==> src/rtl/binary_decoder_scan.sv <==
// Registered N-to-2^N one-hot (or one-cold) decoder with a clocked scan mode.
// Direct mode decodes `a` with one clock of latency. Scan mode walks the active
// line through every output at a rate of one step per SCAN_DIV enabled clocks.
module binary_decoder_scan #(
  parameter int N          = 2,
  parameter int SCAN_DIV   = 4,
  parameter int ACTIVE_LOW = 0
) (
  input  logic              clk,
  input  logic              rst_n,
  input  logic              en,
  input  logic              mode,
  input  logic [N-1:0]      a,
  input  logic              load,
  output logic [2**N-1:0]   bcode,
  output logic [N-1:0]      idx,
  output logic              wrap
);

  localparam int W  = 2**N;
  localparam int CW = (SCAN_DIV > 1) ? $clog2(SCAN_DIV) : 1;

  localparam logic [CW-1:0] CNT_LAST = CW'(SCAN_DIV - 1);
  localparam logic [N-1:0]  IDX_LAST = {N{1'b1}};
  localparam logic [W-1:0]  INACTIVE = (ACTIVE_LOW != 0) ? {W{1'b1}} : {W{1'b0}};

  // Decoded pattern for one selected line, in the configured polarity.
  function automatic logic [W-1:0] decode(input logic [N-1:0] sel);
    logic [W-1:0] onehot;
    onehot      = '0;
    onehot[sel] = 1'b1;
    return (ACTIVE_LOW != 0) ? ~onehot : onehot;
  endfunction

  logic [N-1:0]  idx_d,   idx_q;
  logic [CW-1:0] cnt_d,   cnt_q;
  logic          wrap_d,  wrap_q;
  logic [W-1:0]  bcode_d, bcode_q;

  // Next-state: direct tracking, load, scan stepping and freeze while disabled.
  always_comb begin
    idx_d  = idx_q;
    cnt_d  = cnt_q;
    wrap_d = 1'b0;
    if (!mode) begin
      // Direct mode keeps the divider parked so a later switch to scan
      // starts a full SCAN_DIV period from the current index.
      idx_d = a;
      cnt_d = '0;
    end else if (load) begin
      // Load wins over a coincident step; the step is simply dropped.
      idx_d = a;
      cnt_d = '0;
    end else if (en) begin
      if (cnt_q == CNT_LAST) begin
        cnt_d  = '0;
        idx_d  = idx_q + N'(1);
        wrap_d = (idx_q == IDX_LAST);
      end else begin
        cnt_d = cnt_q + CW'(1);
      end
    end
    // Output is derived from the next index so bcode and idx always agree.
    bcode_d = en ? decode(idx_d) : INACTIVE;
  end

  // State and output registers, cleared asynchronously to the inactive pattern.
  always_ff @(posedge clk or negedge rst_n) begin
    if (!rst_n) begin
      idx_q   <= '0;
      cnt_q   <= '0;
      wrap_q  <= 1'b0;
      bcode_q <= INACTIVE;
    end else begin
      idx_q   <= idx_d;
      cnt_q   <= cnt_d;
      wrap_q  <= wrap_d;
      bcode_q <= bcode_d;
    end
  end

  assign bcode = bcode_q;
  assign idx   = idx_q;
  assign wrap  = wrap_q;

endmodule

==> config.mk <==
export PLATFORM = sky130hd
export DESIGN_NAME = binary_decoder_scan
export DESIGN_NICKNAME = d
export VERILOG_FILES = /design/src/rtl/binary_decoder_scan.sv
export SDC_FILE = /design/constraint.sdc
export NUM_CORES = 1
export LEC_CHECK = 0
export BUFFER_PORTS_ARGS = -buffer_cell sky130_fd_sc_hd__buf_2
export CAP_MARGIN = 20
export CORE_AREA = 2 2 39 41
export CTS_CLUSTER_SIZE = 14
export DETAILED_ROUTE_END_ITERATION = 10
export DIE_AREA = 0 0 41 43
export PLACE_DENSITY_LB_ADDON = 0.15
export SLEW_MARGIN = 0
export SYNTH_ARGS = -nofsm -noshare
export SYNTH_HDL_FRONTEND = slang
export SYNTH_SLANG_ARGS = --single-unit
==> constraint.sdc <==
create_clock -name clk -period 1.6 [get_ports clk]
set_clock_uncertainty 0.15 [all_clocks]
set_input_delay 0.32 -clock clk [delete_from_list [all_inputs] [get_ports clk]]
set_output_delay 0.32 -clock clk [all_outputs]
set_load 0.005 [all_outputs]
## Word-level counts from Yosys, hierarchy flattened

Cells that the tools add are included.

| storage, ports and cells | value |
|---|---|
| input port bits | 7 |
| word-level logic and storage cells | 27 |
| register bits after elaboration | 9 |

| operators by class | value |
|---|---|
| eq/ne operators | 3 |
| add/sub/neg operators | 2 |
| order comparisons | 2 |
| reductions and logical operators | 1 |
| multiplexer cells | 15 |

Operators with widths:

| cell | number |
|---|---|
| $mux W2 | 8 |
| $mux W1 | 5 |
| $add A2 B1 Y2 const B | 2 |
| $eq A2 B2 Y1 const B | 2 |
| $mux W4 | 1 |
| $lt A2 B3 Y1 const B | 1 |
| $ne A3 B2 Y1 const B | 1 |
| $demux W1 S2 | 1 |
| $ge A2 B1 Y1 const B | 1 |
| $logic_and A1 B1 Y1 | 1 |

## Depth between registers and ports, before layout

Gate-level depths: netlist (run 1).

| depth | value |
|---|---|
| word-level depth | 10 |
| gate-level depth with buffers | 5 |
| depth with buffers taken out | 5 |

## Worst setup path after synthesis (run 1)

No wires, ideal clock.

| timing | value |
|---|---|
| kind | reg-to-reg |
| start point | reg cnt_q[0] |
| end point | reg bcode_q[3] (netlist: bcode[3]) |
| path buffers | 0 |
| setup slack | 0.172 ns |
| required time | 1.330 ns |
| arrival time | 1.157 ns |
| clock period less this slack | 1.428 ns |
| cell stages (with the launch flop) | 6 |
| path through | dfrtp_1 > ha_1 > nand2_1 > mux2i_1 > o21ai_2 > and3_2 |

| on the way | value |
|---|---|
| cells in the longest elaborated chain, start to end | 10 |
| elaborated cells between the ends (all ways) | 11 |

Ends and longest elaborated chain:

| what | line | RTL |
|---|---|---|
| start: declaration | 36 | `logic [CW-1:0] cnt_d, cnt_q;` |
| start signal: assignment | 76 | `cnt_q <= cnt_d;` |
| $eq A2 B2 Y1 (*) | 55 | `if (cnt_q == CNT_LAST) begin` |
| $mux W2 (*) | 55 |  |
| $mux W2 (*) | 54 | `end else if (en) begin` |
| $mux W2 (*) | 50 | `end else if (load) begin` |
| $mux W2 (*) | 45 | `if (!mode) begin` |
| net idx_d[1] | 35 | `logic [N-1:0] idx_d, idx_q;` |
| $lt A2 B3 Y1 (implied by the code) or $ge A2 B1 Y1 (tied branches) | 31 | `onehot[sel] = 1'b1;` |
| $logic_and A1 B1 Y1 (implied by the code) | 31 |  |
| $mux W1 (implied by the code) | 31 |  |
| $demux W1 S2 (*) | 31 |  |
| $mux W4 (*) | 64 | `bcode_d = en ? decode(idx_d) : INACTIVE;` |
| net bcode_d[3] | 38 | `logic [W-1:0] bcode_d, bcode_q;` |
| end signal: assignment | 78 | `bcode_q <= bcode_d;` |
| end: declaration | 38 |  |

The timed path passes the listed nets; every way through them passes the cells marked *.
A chain may end at the register's enable or synchronous reset.

## Worst setup path after layout (run 1)

| timing | value |
|---|---|
| start point | reg cnt_q[1] |
| end point | reg bcode_q[3] (netlist: bcode[3]) |

The elaborated chain is that of the path after synthesis.

==> results of run 1 <==
==> worst max-delay path by stage <==
stage | from | end | slack [ps] | cells after the start
3_3_place_gp | cnt_q[0] | bcode[3] | 120 | 5
6_report | cnt_q[1] | bcode[3] | 60 | 5
3_5_place_dp | cnt_q[0] | bcode[3] | 60 | 5
4_1_cts | cnt_q[0] | bcode[3] | 50 | 5
2_1_floorplan | cnt_q[0] | bcode[3] | 170 | 5
5_1_grt | idx[0] | bcode[3] | -20 | 4
==> cells in the mapped netlist (all sizes together) <==
cell,instances
ha,3
nor3b,2
dfrtp,9
xor2,1
mux2i,2
nor2,3
and3,1
nand3,1
nand2,4
nor3,2
inv,1
nand2b,1
o21ai,2
a21oi,1
==> sequential cells by signal, indices dropped and copies added (netlist names) <==
name   flops
idx        2
bcode      4
cnt_q      2
wrap       1
==> worst max-delay path: cells and delay by family, from the launching register on <==
kind            cells  cell delay [ps]
fa+ha+maj           1              200
flops               1              400
simple gates        2              290
compound gates      1              130
mux                 1              250
==> layout by cell type, fill, tap and decap left out, types with 2 or more instances in the layout <==
cell	n
ha_1	2
nand2_1	3
o21ai_2	2
clkbuf_4	3
buf_4	2
nor2_1	3
buf_2	13
dfrtp_1	9
nor3b_2	2
nor3_1	2
==> final cells by class <==
type | instances | share of cell area, %
Multi-Input combinational cell | 23 | 32.7
Tap cell | 16 | 3.69
Inverter | 1 | 0.691
Clock buffer | 4 | 4.84
Timing Repair Buffer | 16 | 16.6
Sequential cell | 9 | 41.5
==> power by group <==
| group | leakage (nW) | internal [mW] | switching [mW] |
|---|---|---|---|
| Clock | 0.0150 | 0.0965 | 0.0873 |
| Combinational | 0.152 | 0.0325 | 0.0342 |
| Sequential | 0.119 | 0.239 | 0.00717 |
==> metrics by stage <==
stage / cells / utilization (%) / cell area, µm²
after floorplan: 33 / - / 393
after global placement: 62 / 34.5 / 478
after detailed placement: 62 / 34.5 / 478
after CTS: 67 / 37.2 / 514
after global routing: 69 / 39.2 / 543
final: 69 / 39.2 / 543
==> per-layer routing <==
metal / vias up / track usage (%) / share of wire (%)
met5: - / 0 / 0
met4: 0 / 10.0 / 2.8
met3: 4 / 4.71 / 7.9
met2: 11 / 16.3 / 51
met1: 126 / 13.7 / 38
li1: 153 / - / -
==> repair_timing <==
action,CTS,global route
hold buffers,1,0
setup buffers,0,2
gates resized for setup,0,4
endpoints found under the hold margin,9,0
setup endpoints to repair,0,3
==> kinds of logic after synthesis <==
family	synth area share, %
buf+inv	0.954
simple gates	19.1
mux	5.10
xor+xnor	2.23
flops	57.3
compound gates	5.73
fa+ha+maj	9.56
==> metrics, run 1 <==
layout cells sized above 1 49.1%; Ports 14; Worst Hold Path EP idx[0]; DR vias/cell 4.26; gpl congestion 0.721; All-Layer GR Usage 11.9%; vias 294; ANT cells 0; measured slew at the worst slew-check pin 291 ps; Antenna Nets Post-Route 0; Worst Path Arrival 1540 ps; quantity of I/O buffers inserted on ports 13; hold depth 3; worst path required time 1610 ps; syn_area_per_cell 11.9 µm²; Root Buffer clkbuf_4; crit-path max cell delay 400 ps; nature of the critical path startpoint flop; Initial DRT Pass Iterations 2; Rel. slew slack 80.6%; Hold Crit Start a[0]; worst setup path class flop to flop; # rows 14; Final Net Count 64; die height 43 µm; Mapped Nets 43; Iteration-0 DRC Markers 1; first-pass GRT wire length 1310 µm; CTS max path bufs 2; initial antenna violation count 0; H-tree depth 1; DR WL/cell 12.1 µm; Initial Utilization 28.4%; Max Cap Viol 0; Place WS 62.5 ps; Worst-Skew Late Latency 270 ps; Reg2Reg Depth 5; Hold Path Class input pin to flop; Filler Cell Count 149; Reg area 225 µm²; Final TNS setup 0 ps; Hold Violations, Final 0; Final setup viols 0; Overall Power 496 µW; Ys Warns 0; Final Slew Violations 0; core area 1380 µm²; cell count after synthesis 33; FF+latch count, synth 9; GRT overflow 0; Tmin final 1540 ps; Area contributors post-synth dfrtp_1 (57%), ha_1 (9.6%), mux2i_1 (5.1%); Yosys top cell area share 57.3%; Leakage 0.287 nW; Crit Path Max Fanout 5; synthesized cell area 393 µm²; Worst Hold Slack 166 ps; CP max-delay cell dfrtp_1; crit-path cells ha_2, nand2_2, mux2i_2, o21ai_2, and3_2; fin crit share 96.1%; total CTS buffers 3; reg2reg setup slack 60 ps; power per standard cell area 914 nW/µm²; full die area 1760 µm²; setup ws final 62.6 ps; Synth-to-Final Area Change 38.2%; CTS tree built; sequential fraction of the synthesis area 57.3%; largest net degree at the start of global routing 10; status finished, final reports clean; crit end category flop; CTS sink count 9; worst r2r src cnt_q[1]; vias in the first global route 307; Residual DRC 0; VDD IR max 0.381 mV; CTS clk-pin slew, worst paths 70 ps; Die X 41 µm; Reg2Reg Capture Point bcode[3]; post-synth cell types 15; final WL 832 µm; leading area contributor after synthesis dfrtp_1; footprint of the multi-input gates 178 µm²; highest clock rate 0.650 GHz
Power figures use the tool's default switching activity.
==> run 2, diff against run 1 <==
Settings changed: BUFFER_PORTS_ARGS -buffer_cell sky130_fd_sc_hd__buf_2 to -buffer_cell sky130_fd_sc_hd__buf_4.
==> metrics, run 2 (synthesis gave the netlist of run 1 again) <==
DR vias/cell 4.24 (-0.52%); nature of the critical path startpoint flop; RSZ-0062 raised after global routing no; largest net degree at the start of global routing 10 (unchanged); Largest register FFs 4 (unchanged); full die area 1760 µm² (unchanged); measured slew at the worst slew-check pin 281 ps (-9.74 ps); Ports 14 (unchanged); ANT cells 0 (unchanged); busiest layer in global routing met2; Antenna Nets Post-Route 0 (unchanged); quantity of I/O buffers inserted on ports 13 (unchanged); Iteration-0 DRC Markers 5 (+4); clock power share 35.8% (-1.2 points); Worst Path Arrival 1490 ps (-50 ps); worst setup path class flop to flop; setup ws final 111 ps (+48.6 ps); All-Layer GR Usage 10.6% (-1.3 points); Worst-Skew Late Latency 260 ps (about the same); Hold Crit Start a[0]; Synth-to-Final Area Change 39.8%; GRT overflow 0 (unchanged); Pint 371 µW (+0.84%); commonest non-fill, non-tap cell in the layout buf_4; Crit Path Max Fanout 5 (unchanged); Root Buffer clkbuf_4; CTS clk-pin slew, worst paths 60 ps (about the same); VDD IR max 0.339 mV (-11%); gpl congestion 0.731 (+1.4%); most frequent cells in the layout buf_4 (13), dfrtp_1 (9), nand2_1 (4); Overall Power 486 µW (-2.1%); sequential power share 50.5% (+1.0 points); met3 Usage GRT 4.71% (unchanged); first-pass GRT wire length 1120 µm (-14%); CP startpoint cnt_q[0]; Leakage 0.287 nW (about the same); vias in the first global route 262 (-15%); Final TNS setup 0 ps (unchanged); Tmin final 1490 ps (-48.6 ps); Max Cap Viol 0 (unchanged); Initial Utilization 28.4% (unchanged); Psw 115 µW (-11%); # rows 14 (unchanged); H-tree depth 1 (unchanged); die height 43 µm (unchanged); Initial DRT Pass Iterations 4 (+2); Die X 41 µm (unchanged); fin crit share 93.1% (-3.0 points); initial antenna violation count 0 (unchanged); power per standard cell area 884 nW/µm² (-3.2%); Final Net Count 62 (-3.1%); final WL 714 µm (-14%); core area 1380 µm² (unchanged); vias 284 (-3.4%); Hold Path Class input pin to flop; highest clock rate 0.672 GHz (+3.3%); Logic pwr share 13.6% (+0.2 points); crit end category flop; CTS sink count 9 (unchanged); Place WS 93.9 ps (+31.4 ps); Final setup viols 0 (unchanged); DR WL/cell 10.7 µm (-12%); Switching Share 23.7% (-2.2 points); Hold Violations, Final 0 (unchanged); layout cells sized above 1 41.2% (-7.9 points); status finished, final reports clean; CTS tree built; CTS max path bufs 2 (unchanged); worst r2r src cnt_q[0]; met1 global-route usage 12.8% (-0.87 points); postcts setup bufs 0 (unchanged); Rel. slew slack 81.2% (+0.65 points); met2 usage 13.1% (-3.1 points); total CTS buffers 3 (unchanged); Residual DRC 0 (unchanged); worst path required time 1600 ps (about the same); Final Slew Violations 0 (unchanged)
-- run 2: layout make-up --
type                            count  area [µm²]
Sequential cell                     9         225
Clock buffer                        4        26.3
Multi-Input combinational cell     23         166
Inverter                            1        3.75
Tap cell                           16        20.0
Timing Repair Buffer               14         108
Fill cell                         136         835
-- run 2: power by group through the flow --
stage | Combinational [mW] | Sequential, mW | Clock [mW]
after floorplan | 0.0269 | 0.250 | 0
after global placement | 0.0642 | 0.249 | 0
after detailed placement | 0.0656 | 0.250 | 0
after CTS | 0.0676 | 0.245 | 0.185
after global routing | 0.0752 | 0.246 | 0.202
final | 0.0663 | 0.245 | 0.174
-- run 2: path summary, 6_finish.rpt --
kind                       endpoint  slack [ps]  cells after the start
setup / recovery           bcode[3]         110                      5
hold / removal               idx[0]         170                      3
setup reg to reg           bcode[3]         110                      5
hold reg to reg            cnt_q[0]         450                      2
max in group asynchronous  bcode[1]         900                      2
min in group asynchronous      wrap         270                      2
-- run 2: timing repair --
| item | CTS | global route |
|---|---|---|
| endpoints found under the setup margin | 0 | 1 |
| gates resized for setup | 0 | 1 |
| hold buffers | 1 | 0 |
| endpoints found under the hold margin | 9 | 0 |
-- run 2: per-stage QoR --
step	instances	area (µm²)	hold WS (ps)	util, %
floorplan	33	393	-126	-
global placement	62	510	-3.84	36.9
detailed placement	62	510	-0.306	36.9
CTS	67	547	162	39.5
global route	67	549	181	39.7
finish	67	549	168	39.7
-- run 2: per-layer routing --
metal	vias to the layer above	routed length, µm
met5	-	0
met4	0	4
met3	2	61
met2	9	348
met1	125	301
li1	148	-
-- run 2: critical path: stages, from the launching register on --
cell,delay (ps)
dfrtp_1,410
ha_2,190
nand2_1,80
mux2i_1,220
o21ai_2,120
and3_2,210
